--- config.mk ---
export PLATFORM = sky130hd
export DESIGN_NAME = fifo_word_packer
export DESIGN_NICKNAME = d
export VERILOG_FILES = /design/src/rtl/fifo_word_packer.sv
export SDC_FILE = /design/constraint.sdc
export NUM_CORES = 1
export LEC_CHECK = 0
export ABC_AREA = 0
export BUFFER_PORTS_ARGS = -buffer_cell sky130_fd_sc_hd__buf_4
export CORE_UTILIZATION = 35
export DETAILED_ROUTE_END_ITERATION = 8
export PLACE_DENSITY_LB_ADDON = 0.05
export SYNTH_ARGS = -nofsm -noshare
export SYNTH_HDL_FRONTEND = slang
export SYNTH_SLANG_ARGS = --single-unit
--- constraint.sdc ---
create_clock -name clk -period 1.9 [get_ports clk]
set_input_delay 0 -clock clk [delete_from_list [all_inputs] [get_ports clk]]
set_output_delay 0 -clock clk [all_outputs]
set_load 0.01 [all_outputs]
--- src/rtl/fifo_word_packer.sv ---
// Packs N_LANES show-ahead fifo entries into one wide word; flush emits a partial word.
// Latency: word_valid rises the cycle after the completing pop or flush. Backpressure: a held output
// word stalls only the final-lane pop; flush with a held output parks in FLUSH_WAIT without popping.
module fifo_word_packer #(
    parameter int W_IN    = 8,
    parameter int N_LANES = 4
) (
    input  logic                              clk,
    input  logic                              rst,
    input  logic [W_IN-1:0]                   fifo_data,
    input  logic                              fifo_empty,
    output logic                              fifo_ready,
    input  logic                              flush,
    output logic [W_IN*N_LANES-1:0]           word_data,
    output logic [$clog2(N_LANES+1)-1:0]      word_bytes,
    output logic                              word_valid,
    input  logic                              word_ready
);

    localparam int CW = $clog2(N_LANES);
    localparam int BW = $clog2(N_LANES+1);

    typedef enum logic {FILL, FLUSH_WAIT} state_t;

    state_t                          state_q, state_d;
    logic [N_LANES-2:0][W_IN-1:0]    lanes_q, lanes_d;
    logic [CW-1:0]                   asm_cnt_q, asm_cnt_d;
    logic [W_IN*N_LANES-1:0]         word_data_q, word_data_d;
    logic [BW-1:0]                   word_bytes_q, word_bytes_d;
    logic                            word_valid_q, word_valid_d;

    logic                            out_free;
    logic                            last_lane;
    logic                            pop;
    logic [BW-1:0]                   fill_n;

    always_comb begin
        out_free  = !word_valid_q || word_ready;
        last_lane = (asm_cnt_q == CW'(N_LANES-1));
        pop       = rst && (state_q == FILL) && !fifo_empty && (!last_lane || out_free);

        state_d      = state_q;
        lanes_d      = lanes_q;
        asm_cnt_d    = asm_cnt_q;
        word_data_d  = word_data_q;
        word_bytes_d = word_bytes_q;
        word_valid_d = word_valid_q;
        fill_n       = BW'(asm_cnt_q);

        if (word_valid_q && word_ready) begin
            word_valid_d = 1'b0;
        end

        case (state_q)
            FILL: begin
                if (pop && last_lane) begin
                    word_data_d  = {fifo_data, lanes_q};
                    word_bytes_d = BW'(N_LANES);
                    word_valid_d = 1'b1;
                    asm_cnt_d    = '0;
                    lanes_d      = '0;
                end else begin
                    if (pop) begin
                        for (int i = 0; i < N_LANES-1; i++) begin
                            if (CW'(i) == asm_cnt_q) begin
                                lanes_d[i] = fifo_data;
                            end
                        end
                        asm_cnt_d = asm_cnt_q + CW'(1);
                        fill_n    = BW'(asm_cnt_q) + BW'(1);
                    end
                    if (flush && (fill_n != '0)) begin
                        if (out_free) begin
                            // Unfilled lanes are already zero: lanes are cleared on every emit.
                            word_data_d  = {{W_IN{1'b0}}, lanes_d};
                            word_bytes_d = fill_n;
                            word_valid_d = 1'b1;
                            asm_cnt_d    = '0;
                            lanes_d      = '0;
                        end else begin
                            state_d = FLUSH_WAIT;
                        end
                    end
                end
            end
            FLUSH_WAIT: begin
                if (out_free) begin
                    word_data_d  = {{W_IN{1'b0}}, lanes_q};
                    word_bytes_d = BW'(asm_cnt_q);
                    word_valid_d = 1'b1;
                    asm_cnt_d    = '0;
                    lanes_d      = '0;
                    state_d      = FILL;
                end
            end
            default: state_d = FILL;
        endcase
    end

    always_ff @(posedge clk or negedge rst) begin
        if (!rst) begin
            state_q      <= FILL;
            lanes_q      <= '0;
            asm_cnt_q    <= '0;
            word_data_q  <= '0;
            word_bytes_q <= '0;
            word_valid_q <= 1'b0;
        end else begin
            state_q      <= state_d;
            lanes_q      <= lanes_d;
            asm_cnt_q    <= asm_cnt_d;
            word_data_q  <= word_data_d;
            word_bytes_q <= word_bytes_d;
            word_valid_q <= word_valid_d;
        end
    end

    assign fifo_ready = pop;
    assign word_data  = word_data_q;
    assign word_bytes = word_bytes_q;
    assign word_valid = word_valid_q;

endmodule

## Yosys cells after proc, flatten, opt, wreduce, memory -nomap -nowiden

Index checks and enable logic that the tools add are counted.

| storage, ports and cells | value |
|---|---|
| output and inout bits | 37 |
| flip-flop bits (word level) | 63 |
| input port bits | 13 |

| cells by class | value |
|---|---|
| mux-type cells | 37 |
| add/sub/neg operators | 2 |
| reductions and logical operators | 14 |
| bitwise logic cells | 1 |
| equal/unequal tests | 6 |

Operators by type and width:

| operator | count |
|---|---|
| 32-bit 2-to-1 mux | 4 |
| 24-bit 2-to-1 mux | 5 |
| 32-bit one-hot mux with 2 select lines | 1 |
| 24-bit one-hot mux with 2 select lines | 1 |
| 8-bit 2-to-1 mux | 3 |
| 3-bit 2-to-1 mux | 7 |
| 2-bit 2-to-1 mux | 5 |
| 1-bit 2-to-1 mux | 7 |
| 1-bit logical AND | 6 |
| 3-bit one-hot mux with 2 select lines | 1 |
| 1-bit one-hot mux with 2 select lines | 2 |
| 2-bit one-hot mux with 2 select lines | 1 |
| 2-bit by 1-bit adder with 3-bit output (second input constant) | 1 |
| 1-bit zero test | 3 |
| 3-bit by 1-bit inequality test with 1-bit output (second input constant) | 1 |
| 3-bit by 2-bit inequality test with 1-bit output (second input constant) | 1 |
| 3-bit AND reduction | 1 |
| 3-bit nonzero test | 1 |
| 2-bit by 1-bit adder with 2-bit output (second input constant) | 1 |
| 1-bit by 2-bit equality test with 1-bit output (first input constant) | 1 |
| 2-bit equality test (first input constant) | 1 |
| 2-bit equality test (second input constant) | 1 |
| 2-bit zero test | 1 |
| 1-bit logical OR | 2 |
| 2 further kinds | 2 |

## Longest topological paths before layout

Gate-level depths: netlist of the first run.

| depth | value |
|---|---|
| word-level depth | 12 |
| gate-level depth with buffers | 7 |

## Worst setup path after synthesis of the first run

OpenSTA, ideal clock, no wires.

| timing path | value |
|---|---|
| kind | reg-to-reg |
| start | reg asm_cnt_q[0] |
| end | reg lanes_q[0] in the netlist's numbering |
| buffers on the path | 2 |
| slack | -0.039 ns |
| arrival time | 1.873 ns |
| clock period less this slack | 1.939 ns |
| library setup time | 0.065 ns |
| data required time | 1.835 ns |
| cell stages (with the launch flop) | 8 |
| cell sequence | dfrtp_1 > ha_1 > clkbuf_1 > o41ai_4 > nor2_1 > buf_6 > nor2_4 > a22o_1 |

| between the ends | value |
|---|---|
| longest elaborated chain between the ends | 12 |
| elaborated cells on any way between the ends | 18 |
| classes of those cells | 1 x add/sub; 1 x eq/ne; 9 x mux; 7 x reduce/logical |

Ends and longest elaborated chain:

| item | line | RTL |
|---|---|---|
| start: declaration | 27 | `logic [CW-1:0] asm_cnt_q, asm_cnt_d;` |
| start signal: assignment | 111 | `asm_cnt_q <= asm_cnt_d;` |
| 2-bit equality test | 39 | `last_lane = (asm_cnt_q == CW'(N_LANES-1));` |
| 1-bit zero test | 40 | `pop = rst && (state_q == FILL) && !fifo_empty && (!last_lane \|\| out_free);` |
| 1-bit logical OR | 40 |  |
| 1-bit logical AND | 40 |  |
| 3-bit 2-to-1 mux | 63 | `if (pop) begin` |
| 3-bit 2-to-1 mux | 56 | `if (pop && last_lane) begin` |
| 3-bit 2-to-1 mux | 54 | `case (state_q)` |
| 3-bit nonzero test | 72 | `if (flush && (fill_n != '0)) begin` |
| 1-bit logical AND | 72 |  |
| 24-bit 2-to-1 mux | 72 |  |
| 24-bit 2-to-1 mux * | 56 |  |
| 24-bit one-hot mux with 2 select lines * | 54 |  |
| end signal: assignment | 110 | `lanes_q <= lanes_d;` |
| end: declaration | 26 | `logic [N_LANES-2:0][W_IN-1:0] lanes_q, lanes_d;` |

Every way passes the cells marked *; elsewhere a longest branch is shown, timed or not. The select of a mux whose other input is x is not followed.
A chain may end at the register's enable or synchronous reset.

## Worst setup path after layout of the first run

| timing path | value |
|---|---|
| start | reg asm_cnt_q[1] |
| end | reg word_data_q[7] (netlist: word_data[7]) |

| between the ends | value |
|---|---|
| longest elaborated chain between the ends | 11 |
| elaborated cells on any way between the ends | 21 |
| classes of those cells | 1 x add/sub; 3 x eq/ne; 9 x mux; 8 x reduce/logical |

Ends and longest elaborated chain:

| item | line | RTL |
|---|---|---|
| 2-bit equality test | 39 |  |
| 1-bit zero test | 40 |  |
| 1-bit logical OR | 40 |  |
| 1-bit logical AND | 40 |  |
| 3-bit 2-to-1 mux | 63 |  |
| 3-bit 2-to-1 mux | 56 |  |
| 3-bit 2-to-1 mux | 54 |  |
| 3-bit nonzero test | 72 |  |
| 1-bit logical AND | 72 |  |
| 3-bit by 1-bit inequality test with 1-bit output (no source line) | n/a |  |
| 3-bit AND reduction (no source line) | n/a |  |
| end signal: assignment | 112 | `word_data_q <= word_data_d;` |
| end: declaration | 28 | `logic [W_IN*N_LANES-1:0] word_data_q, word_data_d;` |

Parallel ways exist; a longest one is shown, timed or not. The select of a mux whose other input is x is not followed.

==> results of run 1 <==
-- worst paths after layout --
kind / endpoint / startpoint / slack, ns
setup / recovery: word_data[7] / asm_cnt_q[1] / -0.07
hold / removal: state_q / word_ready / 0.15
setup reg to reg: word_data[7] / asm_cnt_q[1] / -0.07
hold reg to reg: word_bytes[2] / word_bytes[2] / 0.49
max in group asynchronous: lanes_q[14] / rst / 0.96
min in group asynchronous: word_data[31] / rst / 0.42
-- flip-flops by register name (all words and copies together) (netlist names) --
signal      flops
word_valid      1
lanes_q        24
state_q         1
word_bytes      3
word_data      32
asm_cnt_q       2
-- power groups by stage --
stage | Sequential (µW) | Combinational (µW) | Clock, µW
floorplan | 2150 | 850 | 0
global placement | 2020 | 1860 | 0
detailed placement | 2030 | 1870 | 0
CTS | 2010 | 1940 | 1210
global route | 2110 | 2390 | 1260
finish | 2050 | 2190 | 1180
-- through the flow --
| stage | util [%] | total power, µW | hold WS [ns] |
|---|---|---|---|
| 2_1_floorplan | - | 3000 | -0.296 |
| 3_3_place_gp | 44.7 | 3880 | 0.269 |
| 3_5_place_dp | 44.7 | 3900 | 0.260 |
| 4_1_cts | 49.3 | 5160 | 0.120 |
| 5_1_grt | 51.8 | 5760 | 0.189 |
| 6_report | 51.8 | 5420 | 0.146 |
-- per-layer routing --
layer	vias up	GRT usage, %	part of all wire [%]
li1	1058	-	-
met1	1081	24.5	48
met2	64	28.9	47
met3	12	3.18	4.1
met4	0	7.67	1.5
met5	-	0	0
-- cell type report --
class | instances | area (µm²) | area share (%)
clock buffers | 11 | 141 | 3.53
clock inverters | 5 | 56.3 | 1.41
inverters | 4 | 15.0 | 0.375
multi-input cells | 164 | 1280 | 31.9
flip-flops and latches | 63 | 1580 | 39.4
well taps | 102 | 128 | 3.19
repair buffers | 90 | 810 | 20.2
-- logic make-up (layout without fill, tap and decap cells) --
| family | after synthesis | in the layout | share of synthesized area (%) |
|---|---|---|---|
| muxes | 24 | 24 | 8.59 |
| AOI/OAI and AO/OA | 76 | 76 | 20.4 |
| and+or+nand+nor | 60 | 60 | 9.94 |
| DFF | 63 | 63 | 56.4 |
| buffers and inverters | 15 | 110 | 2.86 |
| adders and majority gates | 4 | 4 | 1.79 |
-- tightest hold or removal path, delay by kind of cell --
family                 cells  cell delay (ns)
AOI/OAI and AO/OA          1             0.07
and+or+nand+nor            1             0.28
buffers and inverters      1             0.08
-- cells in the mapped netlist --
cell      number  share of area [%]
ha_1           4                1.8
o41ai_1        1               0.31
o32ai_1        1               0.31
o21ai_2        1               0.31
nor3b_1        3               0.81
buf_6          2               0.81
a22oi_1        9                2.4
clkbuf_1       3               0.40
o41ai_4        1               0.98
inv_1          4               0.54
o21ai_4        2                1.2
buf_4          1               0.27
nor2b_1        2               0.45
o22ai_2        1               0.45
a21o_1         5                1.3
dfrtp_1       63                 56
a22o_1        24                7.5
nor2_4         1               0.40
buf_2          4               0.72
a31oi_1        1               0.22
a21oi_1       30                5.4
nor2_2         2               0.45
and2_1         3               0.67
nand2b_1       2               0.45
nand2_2        2               0.45
buf_1          1               0.13
or3b_1         1               0.31
mux2i_1       24                8.6
nand3_1        1               0.18
nand2_1        3               0.40
nor2_1        40                5.4
-- what timing repair did --
item / 4_1_cts / 5_1_grt
endpoints found under the setup margin: 60 / 52
gates resized for setup: 7 / 27
pin swaps: 4 / 1
buffers inserted: 3 / 3
hold buffers: 10 / 0
cloned: 0 / 3
endpoints found under the hold margin: 84 / 0
==> flow_summary_export.csv, run 1 <==
group,metric,value,unit
timing,fmax,508,MHz
placement,dp_hpwl,4630,µm
timing,fin_crit_sh,104,%
finish,fillCellCount,703,
grt,gr-usage-all-layers,18.2,%
setup_path,crit_cells,10,
setup_path,cp-start-kind,"flip-flop",
finish,drive_above_1_share,38.6,%
cts,cts_buffer_depth,2,
placement,dp_cells,404,
route,dr.pass1.iters,4,
grt,grt_pass1_wl,11500,µm
power,comb_power_share,40.4,%
route,drc,0,
cts,htree_levels,3,
setup_path,path_class,"flip-flop to flip-flop",
cts,path_clk_slew,0.07,ns
grt,first_global_vias,2181,
finish,stdcell_area,0.00401,mm²
setup_path,critPathTopFamily,"buffers and inverters",
cts,cts_made_buffers,9,
die,die_x,91.4,µm
setup_path,crit_required,2.13,ns
route,viasPerCell,5.05,
timing,setup_slack,-0.0684,ns
hold_path,min_path_cells,3,
route,drtIter0Drc,101,
timing,tightest_slew,0.806,ns
finish,fin_nets,349,
synthesis,synth_nets,259,
synthesis,ys_seq_area_share,56.4,%
timing,rsz0062_at_grt,"yes",
power,p_sw,1860,µW
route,ant_nets,0,
grt,antenna_found_initial,0,
route,wl,7430,µm
placement,portBuffers,49,
synthesis,synth.avg_cell_area,11.6,µm²
cts,worstSkewPairLatency,0.34,ns
timing,max_slew_margin,46.3,%
power,powerDensity,1350,mW/mm²
finish,diodes,0,
synthesis,ys_ff_latch,63,
setup_path,crit_path_end_kind,"flip-flop",
timing,drv_slew,0,
power,power_frac_seq,37.9,%
power,switching_share,34.4,%
setup_path,path_max_fanout,7,
hold_path,hold_path_class,"input port to flip-flop",
cts,cts.sinks,63,
finish,area_delta_synth_final,43.3,%
timing,finClkSkew,0.00700,ns
power,p_int,3560,µW
power,peakVddDrop,0.552,mV
cts,cts_tree,"done",
die,core,0.00773,mm²
die,dieArea,0.00835,mm²
synthesis,syn_inst,242,
finish,layout_commonest_cell,"buf_4",
setup_path,path_buf_inv,5,
job,drv_cap,0,
placement,post-place-ws,-0.164,ns
route,vias,2215,
finish,final_cell_mix,"buf_4, dfrtp_1, nor2_1, a21oi_1",
die,dieHeight,91.4,µm
die,fp-row-count,32,
placement,finalWeightedCongestion,0.823,
run_status,violations,"setup timing",
setup_path,cpMaxStageDelayCell,"dfrtp_1",
setup_path,crit_chain,"inv_2 > ha_4 > o41ai_4 > buf_4 > buf_6 > o22ai_4 > buf_12 > clkbuf_16 > nor2_1 > a21oi_1",
placement,postPlaceCellArea,0.00346,mm²
setup_path,r2r_cells,10,
die,ios,50,
synthesis,yosysUniqueCellTypes,31,
timing,finalSetupTns,-0.510,ns
run_status,status,"finished with violations",
power,p_leak,0.00193,µW
synthesis,syn_area,0.00280,mm²
die,start_util,36.2,%
finish,layout.cells.non_filler,439,
setup_path,max_stage_delay,0.42,ns
grt,grt_max_degree,64,
timing,finalSetupViolCount,14,
power,pwr-share-clk,21.7,%
timing,finalHoldViolations,0,
synthesis,ys.warnings.count,0,
grt,grt-ovfl-total,0,
setup_path,arrival,2.19,ns
timing,min_period,1.97,ns
cts,clockRootBuffer,"clkbuf_8",
route,post_drt_wl_per_cell,16.9,µm
Power figures use the tool's default switching activity.
==> run 2, diff against run 1 <==
--- a/config.mk
+++ b/config.mk
@@ -10,6 +10,7 @@
 export CORE_UTILIZATION = 35
 export DETAILED_ROUTE_END_ITERATION = 8
 export PLACE_DENSITY_LB_ADDON = 0.05
+export SKIP_CTS_REPAIR_TIMING = 1
 export SYNTH_ARGS = -nofsm -noshare
 export SYNTH_HDL_FRONTEND = slang
 export SYNTH_SLANG_ARGS = --single-unit
==> flow_summary_export.csv, run 2 (synthesis results as in run 1) <==
group,metric,value,unit
run_status,status,"finished, final reports clean",
timing,finalHoldViolations,0,
timing,finalSetupViolCount,0,
route,ant_nets,0,
grt,gr-usage-all-layers,17.8,%
cts,cts.sinks,63,
finish,layout_commonest_cell,"buf_4",
route,drc,0,
placement,dp_cells,404,
setup_path,path_buf_inv,4,
cts,cts_made_buffers,9,
setup_path,crit_required,2.12,ns
finish,area_delta_synth_final,38.3,%
die,die_x,91.4,µm
setup_path,crit_chain,"inv_2 > ha_4 > o41ai_4 > buf_4 > buf_4 > o22ai_4 > buf_12 > nor2_1 > a21oi_1",
grt,grt_pass1_wl,11200,µm
placement,portBuffers,49,
setup_path,max_stage_delay,0.43,ns
finish,final_util,50.0,%
timing,tightest_slew,0.798,ns
finish,stdcell_area,0.00387,mm²
placement,dp_hpwl,4630,µm
timing,setup_slack,0.0261,ns
route,viasPerCell,4.99,
finish,final_cell_mix,"buf_4, dfrtp_1, nor2_1, a21oi_1",
setup_path,cp-startpoint,"asm_cnt_q[1]",
cts,htree_levels,3,
route,post_drt_wl_per_cell,16.2,µm
grt,antenna_found_initial,0,
finish,fin_nets,342,
timing,min_period,1.87,ns
placement,post-place-ws,-0.164,ns
power,p_leak,0.00187,µW
setup_path,cp_common_cell,"buf_4",
power,powerDensity,1340,mW/mm²
route,vias,2156,
route,wl,7010,µm
die,dieHeight,91.4,µm
setup_path,critPathTopFamily,"buffers and inverters",
power,finalPower,5180,µW
hold_path,hold_path_startpoint,"fifo_data[4]",
setup_path,cpMaxStageDelayCell,"dfrtp_1",
setup_path,crit_path_end_kind,"flip-flop",
cts,path_clk_slew,0.07,ns
setup_path,cp-start-kind,"flip-flop",
timing,fin_crit_sh,98.6,%
setup_path,r2r_start,"asm_cnt_q[1]",
timing,finClkSkew,0.00619,ns
die,ios,50,
cts,clockRootBuffer,"clkbuf_8",
die,core,0.00773,mm²
setup_path,arrival,2.10,ns
power,peakVddDrop,0.572,mV
timing,fmax,534,MHz
placement,postPlaceCellArea,0.00346,mm²
placement,finalWeightedCongestion,0.823,
grt,first_global_vias,2114,
grt,grt_max_degree,64,
finish,diodes,0,
timing,rsz0062_at_grt,"yes",
finish,largest_register_ffs,32,
setup_path,path_class,"flip-flop to flip-flop",
timing,drv_slew,0,
cts,worstSkewPairLatency,0.34,ns
hold_path,hold_path_class,"input port to flip-flop",
cts,cts_buffer_depth,2,
setup_path,path_max_fanout,24,
route,dr.pass1.iters,4,
cts,cts_tree,"done",
die,dieArea,0.00835,mm²
grt,grt-ovfl-total,0,
job,drv_cap,0,
timing,max_slew_margin,46.8,%
setup_path,rrSetupSlack,0.03,ns
finish,layout.cells.non_filler,432,
finish,drive_above_1_share,36.4,%
die,start_util,36.2,%
route,drtIter0Drc,64,
die,fp-row-count,32,
[run 2: cell types whose count changed in the layout (fill, tap and decap cells not counted), moves of 2 or more]
cell       before  now
a21oi_1        27   29
a21oi_2         3    1
buf_6           3    1
clkbuf_16       2    0
nor2_1         27   30
nor2_2          7    9
nor2_4          9    4
[run 2: power breakdown]
group	switching (µW)	total (µW)	internal [µW]
registers	253	2020	1770
clock network	533	1180	642
logic	972	1980	1010
[run 2: cell type report]
class	count	area, µm²
clock buffer	11	141
sequential	63	1580
multi-input combinational	164	1250
fill	726	3860
clock inverter	5	56.3
inverter	4	15.0
timing repair buffer	83	699
tap	102	128
[run 2: through the flow]
| stage | hold slack [ns] | TNS, ns |
|---|---|---|
| 2_1_floorplan | -0.296 | 0 |
| 3_3_place_gp | 0.269 | -2.02 |
| 3_5_place_dp | 0.260 | -2.94 |
| 4_1_cts | -0.110 | -4.50 |
| 5_1_grt | 0.00157 | -2.11 |
| 6_report | 0.00139 | 0 |
[run 2: per-layer routing]
layer	vias up	wire (µm)	track usage, %
met3	15	252	3.35
met4	0	130	7.67
met2	57	3220	28.0
met1	1043	3400	24.0
li1	1041	-	-
met5	-	0	0
[run 2: final timing paths]
check	end	cells after the start
setup / recovery	word_data[18]	9
max in group asynchronous	lanes_q[14]	3
min in group asynchronous	word_data[31]	3
hold / removal	word_data[28]	2
setup reg to reg	word_data[18]	9
hold reg to reg	word_bytes[2]	1
